===== src/rtl/seq_gen_fsm.sv =====
// Serial pattern generator: shifts PAT out MSB-first rep_num times with a
// programmable idle gap between repetitions, under a valid/ready handshake.
module seq_gen_fsm #(
    parameter int unsigned         PAT_W = 6,
    parameter logic [PAT_W-1:0]    PAT   = 6'b100110,
    parameter int unsigned         REP_W = 8,
    parameter int unsigned         GAP_W = 4
) (
    input  logic             clk,
    input  logic             rst,
    input  logic             start,
    input  logic [REP_W-1:0] rep_num,
    input  logic [GAP_W-1:0] gap_len,
    input  logic             abort,
    input  logic             dout_rdy,
    output logic             dout,
    output logic             dout_vld,
    output logic             busy,
    output logic             done
);

    localparam int unsigned IDX_W = (PAT_W > 1) ? $clog2(PAT_W) : 1;

    typedef enum logic [1:0] {
        IDLE  = 2'd0,
        SHIFT = 2'd1,
        GAP   = 2'd2
    } state_t;

    state_t             state_q;
    logic [IDX_W-1:0]   idx_q;
    logic [REP_W-1:0]   rep_q;
    logic [GAP_W-1:0]   gap_q;
    logic [GAP_W-1:0]   gap_len_q;
    logic               dout_q;
    logic               dout_vld_q;
    logic               busy_q;
    logic               done_q;
    logic               xfer;

    assign xfer = dout_vld_q & dout_rdy;

    // Burst sequencer; every action in SHIFT is gated by a completed transfer
    always_ff @(posedge clk) begin
        if (rst) begin
            state_q    <= IDLE;
            idx_q      <= '0;
            rep_q      <= '0;
            gap_q      <= '0;
            gap_len_q  <= '0;
            dout_q     <= 1'b0;
            dout_vld_q <= 1'b0;
            busy_q     <= 1'b0;
            done_q     <= 1'b0;
        end else begin
            done_q <= 1'b0;
            case (state_q)
                IDLE: begin
                    if (start) begin
                        if (rep_num != '0) begin
                            state_q    <= SHIFT;
                            rep_q      <= rep_num;
                            gap_len_q  <= gap_len;
                            idx_q      <= IDX_W'(PAT_W - 1);
                            dout_q     <= PAT[PAT_W-1];
                            dout_vld_q <= 1'b1;
                            busy_q     <= 1'b1;
                        end else begin
                            done_q <= 1'b1;
                        end
                    end
                end
                SHIFT: begin
                    if (abort) begin
                        state_q    <= IDLE;
                        idx_q      <= '0;
                        rep_q      <= '0;
                        gap_q      <= '0;
                        dout_q     <= 1'b0;
                        dout_vld_q <= 1'b0;
                        busy_q     <= 1'b0;
                    end else if (xfer) begin
                        if (idx_q != '0) begin
                            idx_q  <= idx_q - IDX_W'(1);
                            dout_q <= PAT[idx_q - IDX_W'(1)];
                        end else if (rep_q > REP_W'(1)) begin
                            rep_q <= rep_q - REP_W'(1);
                            if (gap_len_q != '0) begin
                                state_q    <= GAP;
                                gap_q      <= gap_len_q;
                                dout_q     <= 1'b0;
                                dout_vld_q <= 1'b0;
                            end else begin
                                idx_q  <= IDX_W'(PAT_W - 1);
                                dout_q <= PAT[PAT_W-1];
                            end
                        end else begin
                            state_q    <= IDLE;
                            rep_q      <= '0;
                            dout_q     <= 1'b0;
                            dout_vld_q <= 1'b0;
                            busy_q     <= 1'b0;
                            done_q     <= 1'b1;
                        end
                    end
                end
                GAP: begin
                    if (abort) begin
                        state_q    <= IDLE;
                        idx_q      <= '0;
                        rep_q      <= '0;
                        gap_q      <= '0;
                        dout_q     <= 1'b0;
                        dout_vld_q <= 1'b0;
                        busy_q     <= 1'b0;
                    end else if (gap_q <= GAP_W'(1)) begin
                        state_q    <= SHIFT;
                        gap_q      <= '0;
                        idx_q      <= IDX_W'(PAT_W - 1);
                        dout_q     <= PAT[PAT_W-1];
                        dout_vld_q <= 1'b1;
                    end else begin
                        gap_q <= gap_q - GAP_W'(1);
                    end
                end
                default: state_q <= IDLE;
            endcase
        end
    end

    assign dout     = dout_q;
    assign dout_vld = dout_vld_q;
    assign busy     = busy_q;
    assign done     = done_q;

endmodule


===== config.mk =====
export PLATFORM = sky130hd
export DESIGN_NAME = seq_gen_fsm
export DESIGN_NICKNAME = d
export VERILOG_FILES = /design/src/rtl/seq_gen_fsm.sv
export SDC_FILE = /design/constraint.sdc
export NUM_CORES = 1
export LEC_CHECK = 0
export CORE_ASPECT_RATIO = 0.7
export CORE_UTILIZATION = 25
export DETAILED_ROUTE_END_ITERATION = 8
export PLACE_DENSITY_LB_ADDON = 0.2
export SYNTH_ARGS = -nofsm -noshare
export SYNTH_HDL_FRONTEND = slang
export SYNTH_SLANG_ARGS = --single-unit

===== constraint.sdc =====
create_clock -name clk -period 2.6 [get_ports clk]
set_clock_uncertainty 0.15 [all_clocks]
set_input_delay 0.78 -clock clk [delete_from_list [all_inputs] [get_ports clk]]
set_output_delay 0.78 -clock clk [all_outputs]
set_load 0.03 [all_outputs]

==> flow_summary.yaml <==
outcome:
  status: "complete, no violations"
cells_and_area:
  antenna_cells: 0
  num-nets-final: 286
  regArea_um2: 500
  syn_to_final_growth_pct: 36.5
  layout_common_cells: "buf_4 (36), nor2_1 (27), dfxtp_1 (25)"
  drive_gt1_share_pct: 18.5
  final_common_cell: "buf_4"
  multi_input_area_um2: 1050
  fill_cells: 666
yosys:
  yosys.area_share.adder_pct: 6.18
  yosys_most_used_dff: "dfxtp_1"
  yosys.area.top_type_share_pct: 30.9
  synth.area.top_cells: "dfxtp_1 (31%), nor2_1 (6.3%), ha_1 (6.2%), a21oi_1 (5.9%), o21ai_0 (4.6%)"
  ys_warn_count: 0
  synth_edf_count: 0
  synthSimpleGateAreaFrac_pct: 25.1
  syn-mean-instance-area_um2: 7.83
  synth_top_family_by_area: "compound AO/OA/AOI/OAI gates"
  netlist_instances: 207
  synth_compound_area_share_pct: 28.7
  synth_xor_xnor_area_share_pct: 0.541
  ys_seq_elements: 25
  ys_seq_area_share_pct: 30.9
  synth.area.mux_share_pct: 3.09
  syn-num-nets: 232
  ys_async_sr_fraction_pct: 0
  synth_area_leader_cell: "dfxtp_1"
  synth_cell_types: 43
  syn_area_um2: 1620
clock_network:
  cts.sinks: 25
  cts_root_buf: "clkbuf_8"
  h-tree-depth: 1
  cts_tree: "done"
  insertion_delay_ns: 0.28
  cts_hold_buf: 0
  cts_made_buffers: 3
  clk_pin_slew_worst_paths_ns: 0.10
  cts_buffer_depth: 2
  post_cts_buffers: 0
grt:
  grt.overflow.total: 0
  grt_pass1_vias: 1544
  grt_max_degree: 26
  antenna_found_initial: 0
  grt_pass1_wl_mm: 7.95
  track_usage_pct: 14.8
timing:
  fmax_mhz: 408
  relSlewSlack_pct: 69.5
  fin_tns_setup_ns: 0
  maxSlewViolCount: 0
  finalHoldViolCount: 0
  fin_ws_ns: 0.150
  post-route-min-period_ns: 2.45
  finalSetupViolations: 0
  fin_crit_sh_pct: 94.2
  rsz0062_at_grt: "false"
  worstMarginPinSlew_ns: 0.451
floorplan:
  ios: 21
  fp-row-count: 24
  fp.dieArea_um2: 6810
  coreArea_um2: 6250
  start_util_pct: 25.9
  die_w_um: 98.2
  die_h_um: 69.4
setup_path:
  critPathArrivalTime_ns: 2.49
  crit_path_max_fanout: 4
  cp.required_ns: 2.64
  end_kind: "register"
  start_kind: "input port"
  critical_path_class: "in2reg"
place:
  dp_slack_ns: -0.209
  place.gp.congestion: 0.830
  io_buffers: 20
  dp_hpwl_mm: 3.59
routing:
  drcViolationCount: 0
  wl_per_cell_um: 14.1
  drt_iter0_drc: 83
  vias: 1702
  vias_per_cell: 5.04
  dr.pass1.iters: 4
  wl_mm: 4.76
  postRouteAntennaNets: 0
flow_run:
  max_cap_violations: 0
worst_hold_path:
  hold_class: "reg2reg"
power:
  power_density_nw_per_um2: 1060
  vdd_ir_drop_max_v: 0.000357
  power.leakage_nw: 0.860
## Yosys cell counts, types with 3 or more instances
cell / instances
nand2_1: 16
nand2b_1: 3
and3_1: 3
nor2_1: 27
dfxtp_1: 25
inv_1: 12
nor2b_1: 6
or3_1: 5
nor3_1: 11
nand3_1: 4
mux2i_1: 5
ha_1: 8
a211oi_1: 5
a21oi_1: 19
o21ai_0: 15
nor4_1: 4
## cell type report
class,count,area share (%)
well taps,78,4.41
flip-flops and latches,25,22.6
clock buffers,3,1.87
clock inverters,1,0.339
repair buffers,56,21.3
multi-input cells,163,47.5
inverters,12,2.04
## critical path, cell delays in order
cell	delay, ns
clkdlybuf4s50_1	0.42
nor4_2	0.30
buf_4	0.18
and3_1	0.25
a2111oi_2	0.07
buf_4	0.17
buf_4	0.13
o32ai_1	0.20
## state kept, by name, indices dropped and copies added (netlist names)
register	flops
done	1
idx_q	3
dout_vld	1
rep_q	8
dout	1
busy	1
gap_q	4
gap_len_q	4
state_q	2
## logic make-up after synthesis
group                      after synthesis
AOI/OAI and AO/OA                       65
xor gates and xnor gates                 1
adders and majority gates                8
buffers and inverters                   19
DFF                                     25
muxes                                    5
and+or+nand+nor                         84
## per-stage QoR
stage | util, % | total power, mW | hold slack (ns) | instance area, um2 | cells
6_report | 35.4 | 2.35 | 0.351 | 2210 | 338
5_1_grt | 35.4 | 2.57 | 0.382 | 2210 | 338
4_1_cts | 35.1 | 2.34 | 0.357 | 2190 | 338
3_5_place_dp | 34.3 | 2.07 | 0.342 | 2140 | 334
3_3_place_gp | 34.3 | 2.09 | 0.340 | 2140 | 334
2_1_floorplan | - | 1.52 | 0.311 | 1620 | 207
## final timing paths
check        depth (start not counted)  slack [ns]             startpoint                    end
max                                  8        0.15             rep_num[1]  idx_q[1]$_SDFFE_PP0P_
min                                  2        0.35      dout$_SDFFE_PP0P_      dout$_SDFFE_PP0P_
max reg2reg                         10        0.28  rep_q[0]$_SDFFE_PP0P_  gap_q[1]$_SDFFE_PP0P_
min reg2reg                          2        0.35      dout$_SDFFE_PP0P_      dout$_SDFFE_PP0P_
## metal layers
layer  vias up  part of all wire (%)  track usage [%]
met5         -                     0                0
met4         0                  0.52             2.49
met3         2                   7.5             3.23
met2        54                    36             19.2
met1       773                    56             24.1
li1        873                     -                -
## power by group
part | leakage [nW] | switching [mW] | internal, mW
clock network | 0.0217 | 0.138 | 0.109
logic | 0.633 | 0.824 | 0.648
registers | 0.206 | 0.129 | 0.507
total | 0.860 | 1.09 | 1.26
## repair_timing
| action | 4_1_cts | 5_1_grt |
|---|---|---|
| endpoints found under the setup margin | 0 | 4 |
| endpoints found under the hold margin | 0 | 0 |
| resized for setup | 0 | 4 |
Note: power is estimated with default switching activity, not from simulation.
